<file path="src/rtl/hdmi_pattern_scheduler.sv">
// Frame-synchronous pattern sequencer for the HDMI colour-pattern path.
// Holds the DVI transmitter in reset until lock, blanks during startup, then steps patterns at frame boundaries behind a mute window.
module hdmi_pattern_scheduler #(
  parameter int NUM_PATTERNS       = 4,
  parameter int FRAMES_PER_PATTERN = 120,
  parameter int MUTE_FRAMES        = 2,
  parameter int LOCK_FRAMES        = 4,
  localparam int PW = (NUM_PATTERNS > 2) ? $clog2(NUM_PATTERNS) : 1
) (
  input  logic          pixel_clk,
  input  logic          sys_rst_n,
  input  logic          clk_locked,
  input  logic          video_vs,
  input  logic          auto_en,
  input  logic          key_next,
  output logic [PW-1:0] pattern_sel,
  output logic          mute,
  output logic          tx_rst_n,
  output logic [1:0]    state
);

  localparam int MAX_A = (FRAMES_PER_PATTERN > MUTE_FRAMES) ? FRAMES_PER_PATTERN : MUTE_FRAMES;
  localparam int MAX_F = (MAX_A > LOCK_FRAMES) ? MAX_A : LOCK_FRAMES;
  localparam int CW    = $clog2(MAX_F + 1);

  localparam logic [CW-1:0] FPP_LAST  = CW'(FRAMES_PER_PATTERN - 1);
  localparam logic [CW-1:0] MUTE_LAST = CW'(MUTE_FRAMES - 1);
  localparam logic [CW-1:0] LOCK_LAST = CW'(LOCK_FRAMES - 1);
  localparam logic [PW-1:0] SEL_LAST  = PW'(NUM_PATTERNS - 1);

  typedef enum logic [1:0] {
    ST_WAIT_LOCK = 2'd0,
    ST_STARTUP   = 2'd1,
    ST_RUN       = 2'd2,
    ST_MUTE      = 2'd3
  } state_t;

  state_t        state_r, state_nx_s;
  logic          vs_d_r;
  logic          sof_s;
  logic          switch_s;
  logic [CW-1:0] frame_cnt_r, frame_cnt_nx_s;
  logic          key_req_r, key_req_nx_s;
  logic [PW-1:0] pattern_sel_r, pattern_sel_nx_s;
  logic          mute_r, mute_nx_s;
  logic          tx_rst_n_r, tx_rst_n_nx_s;

  assign sof_s = video_vs & ~vs_d_r;

  // Next-state, counter, key request and pattern selection.
  always_comb begin
    state_nx_s       = state_r;
    frame_cnt_nx_s   = frame_cnt_r;
    key_req_nx_s     = key_req_r;
    pattern_sel_nx_s = pattern_sel_r;
    switch_s         = 1'b0;

    // Lock loss overrides everything except the pattern index, which is kept.
    if ((state_r != ST_WAIT_LOCK) && !clk_locked) begin
      state_nx_s     = ST_WAIT_LOCK;
      frame_cnt_nx_s = '0;
      key_req_nx_s   = 1'b0;
    end else begin
      case (state_r)
        ST_WAIT_LOCK: begin
          frame_cnt_nx_s = '0;
          key_req_nx_s   = 1'b0;
          if (clk_locked) begin
            state_nx_s = ST_STARTUP;
          end else begin
            state_nx_s = ST_WAIT_LOCK;
          end
        end
        ST_STARTUP: begin
          key_req_nx_s = key_req_r | key_next;
          if (sof_s) begin
            if (frame_cnt_r == LOCK_LAST) begin
              frame_cnt_nx_s = '0;
              state_nx_s     = ST_RUN;
            end else begin
              frame_cnt_nx_s = frame_cnt_r + CW'(1);
            end
          end else begin
            frame_cnt_nx_s = frame_cnt_r;
          end
        end
        ST_RUN: begin
          switch_s = sof_s & (key_req_r | (auto_en & (frame_cnt_r == FPP_LAST)));
          if (switch_s) begin
            pattern_sel_nx_s = (pattern_sel_r == SEL_LAST) ? '0 : pattern_sel_r + PW'(1);
            key_req_nx_s     = key_next;
            frame_cnt_nx_s   = '0;
            state_nx_s       = ST_MUTE;
          end else if (sof_s) begin
            key_req_nx_s   = key_req_r | key_next;
            frame_cnt_nx_s = (frame_cnt_r == FPP_LAST) ? frame_cnt_r : frame_cnt_r + CW'(1);
          end else begin
            key_req_nx_s = key_req_r | key_next;
          end
        end
        ST_MUTE: begin
          key_req_nx_s = key_req_r | key_next;
          if (sof_s) begin
            if (frame_cnt_r == MUTE_LAST) begin
              frame_cnt_nx_s = '0;
              state_nx_s     = ST_RUN;
            end else begin
              frame_cnt_nx_s = frame_cnt_r + CW'(1);
            end
          end else begin
            frame_cnt_nx_s = frame_cnt_r;
          end
        end
        default: begin
          state_nx_s     = ST_WAIT_LOCK;
          frame_cnt_nx_s = '0;
          key_req_nx_s   = 1'b0;
        end
      endcase
    end

    mute_nx_s     = (state_nx_s != ST_RUN);
    tx_rst_n_nx_s = (state_nx_s != ST_WAIT_LOCK);
  end

  // State, counters and registered outputs.
  always_ff @(posedge pixel_clk or negedge sys_rst_n) begin
    if (!sys_rst_n) begin
      state_r       <= ST_WAIT_LOCK;
      vs_d_r        <= 1'b0;
      frame_cnt_r   <= '0;
      key_req_r     <= 1'b0;
      pattern_sel_r <= '0;
      mute_r        <= 1'b1;
      tx_rst_n_r    <= 1'b0;
    end else begin
      state_r       <= state_nx_s;
      vs_d_r        <= video_vs;
      frame_cnt_r   <= frame_cnt_nx_s;
      key_req_r     <= key_req_nx_s;
      pattern_sel_r <= pattern_sel_nx_s;
      mute_r        <= mute_nx_s;
      tx_rst_n_r    <= tx_rst_n_nx_s;
    end
  end

  assign pattern_sel = pattern_sel_r;
  assign mute        = mute_r;
  assign tx_rst_n    = tx_rst_n_r;
  assign state       = state_r;

endmodule

</file>
<file path="config.mk">
export PLATFORM = sky130hd
export DESIGN_NAME = hdmi_pattern_scheduler
export DESIGN_NICKNAME = d
export VERILOG_FILES = /design/src/rtl/hdmi_pattern_scheduler.sv
export SDC_FILE = /design/constraint.sdc
export NUM_CORES = 1
export LEC_CHECK = 0
export ABC_AREA = 1
export CAP_MARGIN = 20
export CORE_MARGIN = 3
export CORE_UTILIZATION = 45
export CTS_BUF_LIST = sky130_fd_sc_hd__clkbuf_4
export DETAILED_ROUTE_END_ITERATION = 10
export PLACE_DENSITY = 0.71
export SKIP_CTS_REPAIR_TIMING = 1
export SYNTH_ARGS = -nofsm -noshare
export SYNTH_HDL_FRONTEND = slang
export SYNTH_SLANG_ARGS = --single-unit
</file>
<file path="constraint.sdc">
create_clock -name pixel_clk -period 3.5 [get_ports pixel_clk]
set_input_delay 0.7 -clock pixel_clk [delete_from_list [all_inputs] [get_ports pixel_clk]]
set_output_delay 0.7 -clock pixel_clk [all_outputs]
set_load 0.01 [all_outputs]
</file>
==> report_table.html, run 1 <==
<table>
<tr><th>Metric</th><th>Value</th></tr>
<tr><th colspan="2">Setup path</th></tr>
<tr><td>Capture point of the critical path</td><td>mute</td></tr>
<tr><td>Signal arrival time at the worst endpoint</td><td>1.33 ns</td></tr>
<tr><td>Endpoint of the worst-slack reg-to-reg timing path</td><td>frame_cnt_r[2]</td></tr>
<tr><td>Critical path's top delay family</td><td>buffers and inverters</td></tr>
<tr><td>Crit Path Class</td><td>register to output port</td></tr>
<tr><td>Critical path cell sequence</td><td>clkdlybuf4s50_1</td></tr>
<tr><td>Endpoint type of the worst setup path</td><td>output port</td></tr>
<tr><td>Levels on crit path</td><td>1</td></tr>
<tr><td>R2R cell count</td><td>10</td></tr>
<tr><td>Register-to-register setup slack</td><td>1.83 ns</td></tr>
<tr><td>Critical-path maximum fanout</td><td>1</td></tr>
<tr><td>Reg-to-reg critical path startpoint</td><td>frame_cnt_r[0]</td></tr>
<tr><td>Required time worst endpoint</td><td>2.80 ns</td></tr>
<tr><td>Slowest-stage cell, CP</td><td>clkdlybuf4s50_1</td></tr>
<tr><td>Count of buffering cells on the critical path with inverters included</td><td>1</td></tr>
<tr><td>Category of the worst setup path launch point</td><td>register</td></tr>
<tr><td>Worst setup path startpoint</td><td>mute</td></tr>
<tr><td>Slowest cell delay on critical path</td><td>0.53 ns</td></tr>
<tr><th colspan="2">Finish</th></tr>
<tr><td>Commonest non-fill, non-tap cells in the layout</td><td>nand2_1 (26), dfrtp_1 (14), nor2_1 (13), inv_1 (11), clkdlybuf4s50_1 (11)</td></tr>
<tr><td>Layout area overhead</td><td>18.6%</td></tr>
<tr><td>Most common library cell in the layout ignoring fill and taps</td><td>nand2_1</td></tr>
<tr><td>Share of final-layout standard cells stronger than drive strength 1</td><td>16.7%</td></tr>
<tr><td>Fin nets</td><td>136</td></tr>
<tr><td>Diodes inserted</td><td>0</td></tr>
<tr><td>Fillers</td><td>172</td></tr>
<tr><th colspan="2">Floorplanning</th></tr>
<tr><td>Area enclosed by the die boundary</td><td>2570 um2</td></tr>
<tr><td>Vertical die dimension</td><td>50.7 um</td></tr>
<tr><td>DIE WIDTH</td><td>50.7 um</td></tr>
<tr><td>Placeable core area</td><td>1800 um2</td></tr>
<tr><td>Placement row count</td><td>15</td></tr>
<tr><td>Effective utilization at floorplan</td><td>50.0%</td></tr>
<tr><td>Io pins</td><td>12</td></tr>
<tr><th colspan="2">Pwr</th></tr>
<tr><td>Leakage</td><td>0.499 nW</td></tr>
<tr><td>Pwr Total</td><td>320 uW</td></tr>
<tr><td>Largest vdd supply drop</td><td>0.302 mV</td></tr>
<tr><td>Power per Cell Area</td><td>300 nW/um2</td></tr>
<tr><th colspan="2">Clocking</th></tr>
<tr><td>TritonCTS Sinks</td><td>15</td></tr>
<tr><td>Clock transition at the registers of the reported paths</td><td>0.09 ns</td></tr>
<tr><td>Maximum number of buffers from clock root to sink</td><td>2</td></tr>
<tr><td>Clock tree from TritonCTS</td><td>built</td></tr>
<tr><td>Clock root cell</td><td>clkbuf_4</td></tr>
<tr><td>Clock latency at the later pin of the worst-skew pair</td><td>0.28 ns</td></tr>
<tr><td>Total CTS buffers</td><td>3</td></tr>
<tr><td># H-tree levels</td><td>1</td></tr>
<tr><th colspan="2">STA</th></tr>
<tr><td>Max-slew headroom at the worst pin</td><td>53.7%</td></tr>
<tr><td>Final-layout worst hold slack</td><td>0.523 ns</td></tr>
<tr><td>Worst clock skew</td><td>0.00171 ns</td></tr>
<tr><td>Final count of hold timing violations</td><td>0</td></tr>
<tr><td>Pins over their slew limit</td><td>0</td></tr>
<tr><td>FMAX</td><td>0.493 GHz</td></tr>
<tr><td>Final cycle utilization of the critical path</td><td>57.9%</td></tr>
<tr><td>Setup repair after global routing missed its margin</td><td>no</td></tr>
<tr><td>Shortest clock period the worst path allows after layout</td><td>2.03 ns</td></tr>
<tr><td>Post-layout worst setup margin</td><td>1.47 ns</td></tr>
<tr><td>Sum of negative setup slack</td><td>0 ns</td></tr>
<tr><td>Final setup vio count</td><td>0</td></tr>
<tr><td>Worst-margin pin slew</td><td>0.693 ns</td></tr>
<tr><th colspan="2">Detailed routing</th></tr>
<tr><td>Vias/cell</td><td>4.83</td></tr>
<tr><td>Wire length per cell</td><td>11.5 um</td></tr>
<tr><td>Number of nets with antenna violations after detailed routing</td><td>0</td></tr>
<tr><td>DRT Pass-1 Iters</td><td>4</td></tr>
<tr><td>Drt first-iter violations</td><td>11</td></tr>
<tr><td>Routed wire length</td><td>1.74 mm</td></tr>
<tr><td>DR vias</td><td>730</td></tr>
<tr><td>Detailed-route DRC error count</td><td>0</td></tr>
<tr><th colspan="2">Place</th></tr>
<tr><td>Setup Slack @ Placement</td><td>1.34 ns</td></tr>
<tr><td>Final GP Congestion</td><td>0.819</td></tr>
<tr><td>Dpl hpwl</td><td>1.33 mm</td></tr>
<tr><td># port buffers</td><td>11</td></tr>
<tr><th colspan="2">Yosys</th></tr>
<tr><td>Cell count after synthesis</td><td>112</td></tr>
<tr><td>Post-synthesis sequential area ratio</td><td>41.8%</td></tr>
<tr><td>Largest area contributor in the netlist</td><td>dfrtp_1</td></tr>
<tr><td>Number of enable flip-flop cells after synthesis</td><td>0</td></tr>
<tr><td>Proportion of synthesized flip-flops having asynchronous set or reset</td><td>100%</td></tr>
<tr><td>Post-synthesis net count</td><td>121</td></tr>
<tr><td>Avg Cell Area, Syn</td><td>8.04 um2</td></tr>
<tr><td>Synthesized cell area</td><td>901 um2</td></tr>
<tr><td>Number of unique standard cell types used by synthesis</td><td>27</td></tr>
<tr><td>Top_reg_cell synth</td><td>dfrtp_1</td></tr>
<tr><td>Warnings, synthesis</td><td>0</td></tr>
<tr><td>Largest cells by area after synthesis</td><td>dfrtp_1 (39%), nand2_1 (11%), nor2_1 (5.4%), nand3_1 (5.0%), xor2_1 (4.9%)</td></tr>
<tr><td>Count of state elements after synthesis</td><td>15</td></tr>
<tr><td>Top-area cell type share of the netlist area</td><td>38.9%</td></tr>
<tr><th colspan="2">GRT</th></tr>
<tr><td>Global-route wire length before repair</td><td>2.98 mm</td></tr>
<tr><td>Overflow left after global routing</td><td>0</td></tr>
<tr><td>Antenna violations before repair</td><td>0</td></tr>
<tr><td>Aggregate global-route resource usage</td><td>15.3%</td></tr>
<tr><td>Pin count of the biggest net entering global routing</td><td>16</td></tr>
<tr><td>Number of global-route vias before repair</td><td>687</td></tr>
<tr><th colspan="2">Hold path</th></tr>
<tr><td>Hold/Removal Path Class</td><td>register to register</td></tr>
<tr><th colspan="2">Run</th></tr>
<tr><td>Max cap viols</td><td>0</td></tr>
<tr><th colspan="2">Run status</th></tr>
<tr><td>Result of the run</td><td>finished clean</td></tr>
</table>
## worst min path at each step
stage / start / to / cells after the start
global placement: pattern_sel[1] / pattern_sel[1] / 2
detailed placement: frame_cnt_r[4] / frame_cnt_r[4] / 2
global route: frame_cnt_r[4] / frame_cnt_r[4] / 2
CTS: frame_cnt_r[4] / frame_cnt_r[4] / 2
floorplan: sys_rst_n / frame_cnt_r[0] / 0
finish: frame_cnt_r[4] / frame_cnt_r[4] / 2
## routing by layer
metal / part of all wire [%] / wire length [um] / up-vias / global-route usage (%)
met3: 3.6 / 63 / 4 / 2.97
met5: 0 / 0 / - / 0
met4: 1.3 / 23 / 0 / 6.28
li1: - / - / 382 / -
met1: 50 / 874 / 331 / 20.3
met2: 45 / 781 / 13 / 24.1
## cell usage after synthesis, drive strengths merged (2+ instances only)
cell / number
ha: 3
nand3b: 2
o21ai: 7
nand3: 10
inv: 14
nor3: 2
a21oi: 2
nand2: 29
xor2: 5
dfrtp: 14
nor2: 18
## logic make-up (layout without fill, tap and decap cells)
kind of cell	count (synthesis)	count (layout)	synth area share, %
compound gates	11	11	8.89
xor+xnor	5	5	4.86
fa+ha+maj	3	3	4.17
buf+inv	15	29	6.53
flops	15	15	41.8
simple gates	63	63	33.7
## power by group
group	internal [mW]	leakage [nW]	switching, mW
Combinational	0.0139	0.283	0.0197
Sequential	0.176	0.198	0.00336
Clock	0.0520	0.0184	0.0549
Total	0.242	0.499	0.0780
## cell type report
cell class / count / area, um2 / area share (%)
clock buffers: 4 / 30.0 / 2.81
inverters: 14 / 55.1 / 5.15
well taps: 25 / 31.3 / 2.93
flip-flops and latches: 15 / 377 / 35.2
repair buffers: 11 / 110 / 10.3
multi-input cells: 82 / 465 / 43.6
## state kept, by name, summed over array words and instances (netlist names)
register     count
vs_d_r           1
state            2
key_req_r        1
frame_cnt_r      7
tx_rst_n         1
pattern_sel      2
mute             1
## metrics by stage
| stage | area (um2) | instances | utilization [%] |
|---|---|---|---|
| 2_1_floorplan | 901 | 112 | - |
| 3_3_place_gp | 1040 | 147 | 57.6 |
| 3_5_place_dp | 1040 | 147 | 57.6 |
| 4_1_cts | 1070 | 151 | 59.3 |
| 5_1_grt | 1070 | 151 | 59.3 |
| 6_report | 1070 | 151 | 59.3 |
No activity file was read; power rests on OpenSTA's default activity.
==> inputs of run 2 (changes only) <==
clock period = 1.98 ns   (was 3.5 ns; I/O delays follow)
==> run 2 against run 1 <==
Net effect:
- utilization rose by 0.42 points
- sequential power rose by 77%
- first-iteration DRC count rose by 45%
- cell count rose by 0.66%
- via count rose by 0.68%
- hold slack got worse by 0.11 ns
- total power rose by 78%
- final area rose by 0.70%
- clock power rose by 79%
- critical path depth did not move
- setup slack got worse by 1.2 ns
- register-to-register slack got worse by 1.5 ns
==> report_table.html, run 2 (synthesis gave the netlist of run 1 again) <==
<table>
<tr><th>Metric</th><th>Value</th></tr>
<tr><th colspan="2">Floorplanning</th></tr>
<tr><td>Effective utilization at floorplan</td><td>50.0% (unchanged)</td></tr>
<tr><td>Vertical die dimension</td><td>50.7 um (unchanged)</td></tr>
<tr><td>Placement row count</td><td>15 (unchanged)</td></tr>
<tr><td>Io pins</td><td>12 (unchanged)</td></tr>
<tr><td>DIE WIDTH</td><td>50.7 um (unchanged)</td></tr>
<tr><td>Placeable core area</td><td>1800 um2 (unchanged)</td></tr>
<tr><td>Area enclosed by the die boundary</td><td>2570 um2 (unchanged)</td></tr>
<tr><th colspan="2">STA</th></tr>
<tr><td>Max-slew headroom at the worst pin</td><td>79.8% (was 53.7%)</td></tr>
<tr><td>FMAX</td><td>0.579 GHz</td></tr>
<tr><td>Setup repair after global routing missed its margin</td><td>no (unchanged)</td></tr>
<tr><td>Shortest clock period the worst path allows after layout</td><td>1.73 ns</td></tr>
<tr><td>Final cycle utilization of the critical path</td><td>87.2%</td></tr>
<tr><td>Sum of negative setup slack</td><td>0 ns (unchanged)</td></tr>
<tr><td>Worst clock skew</td><td>0.00130 ns (was 0.00171 ns)</td></tr>
<tr><td>Worst-margin pin slew</td><td>0.302 ns (was 0.693 ns)</td></tr>
<tr><td>Pins over their slew limit</td><td>0 (unchanged)</td></tr>
<tr><td>Final setup vio count</td><td>0 (unchanged)</td></tr>
<tr><td>Final count of hold timing violations</td><td>0 (unchanged)</td></tr>
<tr><th colspan="2">Clocking</th></tr>
<tr><td>Clock latency at the later pin of the worst-skew pair</td><td>0.29 ns (was 0.28 ns)</td></tr>
<tr><td>Clock tree from TritonCTS</td><td>built (unchanged)</td></tr>
<tr><td># H-tree levels</td><td>1 (unchanged)</td></tr>
<tr><td>Maximum number of buffers from clock root to sink</td><td>2 (unchanged)</td></tr>
<tr><td>Clock root cell</td><td>clkbuf_4 (unchanged)</td></tr>
<tr><td>Clock transition at the registers of the reported paths</td><td>0.08 ns (was 0.09 ns)</td></tr>
<tr><td>TritonCTS Sinks</td><td>15 (unchanged)</td></tr>
<tr><td>Total CTS buffers</td><td>3 (unchanged)</td></tr>
<tr><th colspan="2">Pwr</th></tr>
<tr><td>Largest vdd supply drop</td><td>0.370 mV (was 0.302 mV)</td></tr>
<tr><td>Cell internal pwr</td><td>430 uW (was 242 uW)</td></tr>
<tr><td>Switching power summed over all nets</td><td>139 uW (was 78.0 uW)</td></tr>
<tr><td>Switching Fraction</td><td>24.4% (was 24.3%)</td></tr>
<tr><td>Reg power frac</td><td>55.8% (was 56.1%)</td></tr>
<tr><td>Part of the power in combinational logic</td><td>10.6% (was 10.5%)</td></tr>
<tr><td>Clock power frac</td><td>33.5% (was 33.4%)</td></tr>
<tr><td>Leakage</td><td>0.504 nW (was 0.499 nW)</td></tr>
<tr><td>Power per Cell Area</td><td>529 nW/um2 (was 300 nW/um2)</td></tr>
<tr><th colspan="2">Finish</th></tr>
<tr><td>Diodes inserted</td><td>0 (unchanged)</td></tr>
<tr><td>Layout area overhead</td><td>19.4% (was 18.6%)</td></tr>
<tr><td>Most common library cell in the layout ignoring fill and taps</td><td>nand2_1 (unchanged)</td></tr>
<tr><td>Number of flip-flops under the largest register name</td><td>7 (unchanged)</td></tr>
<tr><td>Non-filler instance count after layout</td><td>152 (was 151)</td></tr>
<tr><td>Fillers</td><td>164 (was 172)</td></tr>
<tr><td>Fin nets</td><td>137 (was 136)</td></tr>
<tr><td>Commonest non-fill, non-tap cells in the layout</td><td>nand2_1 (26), dfrtp_1 (14), nor2_1 (13), inv_1 (11), clkdlybuf4s50_1 (11) (unchanged)</td></tr>
<tr><td>Register with the most flip-flops</td><td>frame_cnt_r (unchanged)</td></tr>
<tr><td>Share of final-layout standard cells stronger than drive strength 1</td><td>17.3% (was 16.7%)</td></tr>
<tr><th colspan="2">Setup path</th></tr>
<tr><td>Endpoint of the worst-slack reg-to-reg timing path</td><td>frame_cnt_r[5] (was frame_cnt_r[2])</td></tr>
<tr><td>Category of the worst setup path launch point</td><td>register (unchanged)</td></tr>
<tr><td>Levels on crit path</td><td>1 (unchanged)</td></tr>
<tr><td>Required time worst endpoint</td><td>1.58 ns (was 2.80 ns)</td></tr>
<tr><td>Signal arrival time at the worst endpoint</td><td>1.33 ns (about the same)</td></tr>
<tr><td>Reg-to-reg critical path startpoint</td><td>frame_cnt_r[0] (unchanged)</td></tr>
<tr><td>Slowest-stage cell, CP</td><td>dfstp_2 (was clkdlybuf4s50_1)</td></tr>
<tr><td>Register-to-register setup slack</td><td>0.31 ns (was 1.83 ns)</td></tr>
<tr><td>Crit Path Class</td><td>register to output port (unchanged)</td></tr>
<tr><td>Critical path cell sequence</td><td>clkdlybuf4s50_1 (unchanged)</td></tr>
<tr><td>Critical path's top delay family</td><td>flip-flops (was buffers and inverters)</td></tr>
<tr><td>Count of buffering cells on the critical path with inverters included</td><td>1 (unchanged)</td></tr>
<tr><td>R2R cell count</td><td>10 (unchanged)</td></tr>
<tr><td>Endpoint type of the worst setup path</td><td>output port (unchanged)</td></tr>
<tr><td>Critical-path maximum fanout</td><td>1 (unchanged)</td></tr>
<tr><td>Slowest cell delay on critical path</td><td>0.52 ns (was 0.53 ns)</td></tr>
<tr><th colspan="2">Detailed routing</th></tr>
<tr><td>Wire length per cell</td><td>11.3 um (was 11.5 um)</td></tr>
<tr><td>Vias/cell</td><td>4.84 (was 4.83)</td></tr>
<tr><td>Detailed-route DRC error count</td><td>0 (unchanged)</td></tr>
<tr><td>Number of nets with antenna violations after detailed routing</td><td>0 (unchanged)</td></tr>
<tr><td>DRT Pass-1 Iters</td><td>4 (unchanged)</td></tr>
<tr><td>Drt first-iter violations</td><td>16 (was 11)</td></tr>
<tr><td>DR vias</td><td>735 (was 730)</td></tr>
<tr><td>Routed wire length</td><td>1.73 mm (was 1.74 mm)</td></tr>
<tr><th colspan="2">GRT</th></tr>
<tr><td>Aggregate global-route resource usage</td><td>16.6% (was 15.3%)</td></tr>
<tr><td>Number of global-route vias before repair</td><td>704 (was 687)</td></tr>
<tr><td>Global-route wire length before repair</td><td>3.11 mm (was 2.98 mm)</td></tr>
<tr><td>Overflow left after global routing</td><td>0 (unchanged)</td></tr>
<tr><td>Pin count of the biggest net entering global routing</td><td>16 (unchanged)</td></tr>
<tr><td>Antenna violations before repair</td><td>0 (unchanged)</td></tr>
<tr><th colspan="2">Run</th></tr>
<tr><td>Max cap viols</td><td>0 (unchanged)</td></tr>
<tr><th colspan="2">Hold path</th></tr>
<tr><td>Hold/Removal Path Class</td><td>input port to async pin (was register to register)</td></tr>
<tr><th colspan="2">Place</th></tr>
<tr><td>Final GP Congestion</td><td>0.818 (was 0.819)</td></tr>
<tr><td># port buffers</td><td>11 (unchanged)</td></tr>
<tr><td>Dpl hpwl</td><td>1.34 mm (was 1.33 mm)</td></tr>
<tr><td>Total instance count after detailed placement</td><td>148 (was 147)</td></tr>
<tr><th colspan="2">Run status</th></tr>
<tr><td>Result of the run</td><td>finished clean (unchanged)</td></tr>
</table>
run 2: how the worst max path moves through the flow:
stage | startpoint | end | slack [ns]
after floorplan | frame_cnt_r[0] | frame_cnt_r[5] | 0.54
after CTS | mute | mute | 0.25
after detailed placement | clk_locked | frame_cnt_r[5] | 0.11
after global placement | clk_locked | frame_cnt_r[5] | 0.18
final | mute | mute | 0.25
after global routing | frame_cnt_r[0] | frame_cnt_r[5] | 0.16
run 2: power groups by stage:
| stage | logic (mW) | clock network [mW] | registers (mW) |
|---|---|---|---|
| 6_report | 0.0605 | 0.191 | 0.318 |
| 5_1_grt | 0.0676 | 0.218 | 0.319 |
| 4_1_cts | 0.0615 | 0.195 | 0.318 |
| 3_5_place_dp | 0.0611 | 0 | 0.324 |
| 3_3_place_gp | 0.0601 | 0 | 0.323 |
| 2_1_floorplan | 0.0318 | 0 | 0.324 |
run 2: layout make-up:
cell class,count,area [um2],area share [%]
multi-input cells,82,465,43.3
flip-flops and latches,15,377,35.0
repair buffers,12,118,10.9
inverters,14,55.1,5.12
well taps,25,31.3,2.91
clock buffers,4,30.0,2.79
run 2: per-stage QoR:
| stage | hold slack (ns) | power [mW] | cell area (um2) | utilization (%) | setup slack, ns |
|---|---|---|---|---|---|
| 6_report | 0.411 | 0.569 | 1080 | 59.7 | 0.254 |
| 5_1_grt | 0.417 | 0.605 | 1080 | 59.7 | 0.165 |
| 4_1_cts | 0.421 | 0.574 | 1080 | 59.7 | 0.247 |
| 3_5_place_dp | 0.501 | 0.385 | 1050 | 58.1 | 0.112 |
| 3_3_place_gp | 0.503 | 0.383 | 1050 | 58.1 | 0.178 |
| 2_1_floorplan | 0.100 | 0.356 | 901 | - | 0.542 |
run 2: metal layers:
layer | part of all wire, % | global-route usage [%] | routed length, um | vias up
met5 | 0 | 0 | 0 | -
met4 | 2.7 | 11.7 | 47 | 0
met3 | 4.1 | 3.86 | 71 | 5
met2 | 44 | 26.1 | 753 | 14
met1 | 49 | 19.9 | 853 | 324
li1 | - | - | - | 392
==> inputs of run 3 (changes only) <==
PLACE_DENSITY = unset   (was 0.71)
PLACE_DENSITY_LB_ADDON = 0.08   (was unset)
==> run 3 against run 2 <==
Net effect:
- global-route usage is 0.96 points lower
- sequential power barely moved
- first-iteration DRC count down 6.3%
- clock power down 3%
- fmax decreased by 0.37%
- total power fell by 0.84%
- sequential share of layout area unchanged
- clock skew is essentially flat
- utilization is the same
- critical endpoint unchanged
==> report_table.html, run 3 (synthesis gave the netlist of run 1 again) <==
<table>
<tr><th>Metric</th><th>Value</th></tr>
<tr><th colspan="2">Setup path</th></tr>
<tr><td>Crit Path Class</td><td>register to output port (unchanged)</td></tr>
<tr><td>Slowest cell delay on critical path</td><td>0.53 ns (was 0.52 ns)</td></tr>
<tr><td>Signal arrival time at the worst endpoint</td><td>1.34 ns (was 1.33 ns)</td></tr>
<tr><td>Required time worst endpoint</td><td>1.58 ns (about the same)</td></tr>
<tr><td>Slowest-stage cell, CP</td><td>clkdlybuf4s50_1 (was dfstp_2)</td></tr>
<tr><td>Category of the worst setup path launch point</td><td>register (unchanged)</td></tr>
<tr><td>Critical-path maximum fanout</td><td>1 (unchanged)</td></tr>
<tr><td>Critical path's top delay family</td><td>buffers and inverters (was flip-flops)</td></tr>
<tr><td>Endpoint type of the worst setup path</td><td>output port (unchanged)</td></tr>
<tr><td>Critical path cell sequence</td><td>clkdlybuf4s50_1 (unchanged)</td></tr>
<tr><td>Count of buffering cells on the critical path with inverters included</td><td>1 (unchanged)</td></tr>
<tr><th colspan="2">GRT</th></tr>
<tr><td>Antenna violations before repair</td><td>0 (unchanged)</td></tr>
<tr><td>Number of global-route vias before repair</td><td>712 (was 704)</td></tr>
<tr><td>Overflow left after global routing</td><td>0 (unchanged)</td></tr>
<tr><td>Aggregate global-route resource usage</td><td>15.7% (was 16.6%)</td></tr>
<tr><td>Pin count of the biggest net entering global routing</td><td>16 (unchanged)</td></tr>
<tr><td>Global-route wire length before repair</td><td>3.00 mm (was 3.11 mm)</td></tr>
<tr><th colspan="2">Finish</th></tr>
<tr><td>Number of flip-flops under the largest register name</td><td>7 (unchanged)</td></tr>
<tr><td>Multi-input gate area</td><td>465 um2 (unchanged)</td></tr>
<tr><td>Fin nets</td><td>137 (unchanged)</td></tr>
<tr><td>Most common library cell in the layout ignoring fill and taps</td><td>nand2_1 (unchanged)</td></tr>
<tr><td>Post-route core utilization</td><td>59.7% (unchanged)</td></tr>
<tr><td>FF/Latch Area</td><td>377 um2 (unchanged)</td></tr>
<tr><td>Share of final-layout standard cells stronger than drive strength 1</td><td>17.3% (unchanged)</td></tr>
<tr><td>Diodes inserted</td><td>0 (unchanged)</td></tr>
<tr><td>Layout area overhead</td><td>19.4% (unchanged)</td></tr>
<tr><td>Register with the most flip-flops</td><td>frame_cnt_r (unchanged)</td></tr>
<tr><td>Fillers</td><td>171 (was 164)</td></tr>
<tr><td>Commonest non-fill, non-tap cells in the layout</td><td>nand2_1 (26), dfrtp_1 (14), nor2_1 (13), inv_1 (11), clkdlybuf4s50_1 (11) (unchanged)</td></tr>
<tr><th colspan="2">Pwr</th></tr>
<tr><td>Power per Cell Area</td><td>524 nW/um2 (was 529 nW/um2)</td></tr>
<tr><td>Leakage</td><td>0.504 nW (unchanged)</td></tr>
<tr><td>Largest vdd supply drop</td><td>0.398 mV (was 0.370 mV)</td></tr>
<tr><td>Pwr Total</td><td>564 uW (was 569 uW)</td></tr>
<tr><th colspan="2">STA</th></tr>
<tr><td>Max-slew headroom at the worst pin</td><td>78.5% (was 79.8%)</td></tr>
<tr><td>Final-layout worst hold slack</td><td>0.417 ns (was 0.411 ns)</td></tr>
<tr><td>Worst clock skew</td><td>0.00109 ns (was 0.00130 ns)</td></tr>
<tr><td>Post-layout worst setup margin</td><td>0.247 ns (was 0.254 ns)</td></tr>
<tr><td>Final cycle utilization of the critical path</td><td>87.5% (was 87.2%)</td></tr>
<tr><td>Setup repair after global routing missed its margin</td><td>no (unchanged)</td></tr>
<tr><td>Sum of negative setup slack</td><td>0 ns (unchanged)</td></tr>
<tr><td>Shortest clock period the worst path allows after layout</td><td>1.73 ns (about the same)</td></tr>
<tr><td>FMAX</td><td>0.577 GHz (was 0.579 GHz)</td></tr>
<tr><td>Final setup vio count</td><td>0 (unchanged)</td></tr>
<tr><td>Final count of hold timing violations</td><td>0 (unchanged)</td></tr>
<tr><td>Worst-margin pin slew</td><td>0.321 ns (was 0.302 ns)</td></tr>
<tr><td>Pins over their slew limit</td><td>0 (unchanged)</td></tr>
<tr><th colspan="2">Clocking</th></tr>
<tr><td># H-tree levels</td><td>1 (unchanged)</td></tr>
<tr><td>Maximum number of buffers from clock root to sink</td><td>2 (unchanged)</td></tr>
<tr><td>Clock latency at the later pin of the worst-skew pair</td><td>0.28 ns (was 0.29 ns)</td></tr>
<tr><td>Total CTS buffers</td><td>3 (unchanged)</td></tr>
<tr><td>TritonCTS Sinks</td><td>15 (unchanged)</td></tr>
<tr><td>Clock root cell</td><td>clkbuf_4 (unchanged)</td></tr>
<tr><td>Clock tree from TritonCTS</td><td>built (unchanged)</td></tr>
<tr><td>Clock transition at the registers of the reported paths</td><td>0.08 ns (about the same)</td></tr>
<tr><th colspan="2">Detailed routing</th></tr>
<tr><td>DRT Pass-1 Iters</td><td>4 (unchanged)</td></tr>
<tr><td>Wire length per cell</td><td>10.9 um (was 11.3 um)</td></tr>
<tr><td>Number of nets with antenna violations after detailed routing</td><td>0 (unchanged)</td></tr>
<tr><td>Vias/cell</td><td>4.86 (was 4.84)</td></tr>
<tr><td>Drt first-iter violations</td><td>15 (was 16)</td></tr>
<tr><td>Detailed-route DRC error count</td><td>0 (unchanged)</td></tr>
<tr><td>DR vias</td><td>739 (was 735)</td></tr>
<tr><td>Routed wire length</td><td>1.66 mm (was 1.73 mm)</td></tr>
<tr><th colspan="2">Run</th></tr>
<tr><td>Max cap viols</td><td>0 (unchanged)</td></tr>
<tr><th colspan="2">Floorplanning</th></tr>
<tr><td>Placement row count</td><td>15 (unchanged)</td></tr>
<tr><td>Area enclosed by the die boundary</td><td>2570 um2 (unchanged)</td></tr>
<tr><td>DIE WIDTH</td><td>50.7 um (unchanged)</td></tr>
<tr><td>Io pins</td><td>12 (unchanged)</td></tr>
<tr><td>Placeable core area</td><td>1800 um2 (unchanged)</td></tr>
<tr><td>Vertical die dimension</td><td>50.7 um (unchanged)</td></tr>
<tr><td>Effective utilization at floorplan</td><td>50.0% (unchanged)</td></tr>
<tr><th colspan="2">Run status</th></tr>
<tr><td>Result of the run</td><td>finished clean (unchanged)</td></tr>
<tr><th colspan="2">Place</th></tr>
<tr><td># port buffers</td><td>11 (unchanged)</td></tr>
<tr><td>Setup Slack @ Placement</td><td>0.113 ns (was 0.112 ns)</td></tr>
<tr><td>Dpl hpwl</td><td>1.31 mm (was 1.34 mm)</td></tr>
<tr><td>Final GP Congestion</td><td>0.834 (was 0.818)</td></tr>
<tr><th colspan="2">Hold path</th></tr>
<tr><td>Hold/Removal Path Class</td><td>input port to async pin (unchanged)</td></tr>
</table>
==> run 3: through the flow <==
stage,cells,cell area (um2)
5_1_grt,152,1080
4_1_cts,152,1080
2_1_floorplan,112,901
3_5_place_dp,148,1050
3_3_place_gp,148,1050
6_report,152,1080
==> run 3: final timing paths <==
check	end	from	cells after the start	slack (ns)
max	mute	mute	1	0.25
min	tx_rst_n	sys_rst_n	2	0.42
max reg2reg	frame_cnt_r[2]	frame_cnt_r[0]	10	0.32
min reg2reg	pattern_sel[1]	pattern_sel[1]	2	0.53
max in group asynchronous	mute	sys_rst_n	2	1.33
min in group pixel_clk	pattern_sel[1]	pattern_sel[1]	2	0.53
==> run 3: layout make-up <==
type                    instances  area share, %
clock buffers                   4           2.79
multi-input cells              82           43.3
well taps                      25           2.91
repair buffers                 12           10.9
inverters                      14           5.12
flip-flops and latches         15           35.0
==> run 3: per-layer routing <==
metal	part of all wire, %	GRT usage [%]	wire (um)
met5	0	0	0
met3	2.5	2.67	42
met2	45	23.7	744
met4	2.4	8.07	40
met1	50	21.3	831
==> run 3: where the power goes <==
part | switching (mW) | internal [mW]
Sequential | 0.00623 | 0.312
Combinational | 0.0339 | 0.0258
Clock | 0.0942 | 0.0920
Total | 0.134 | 0.430
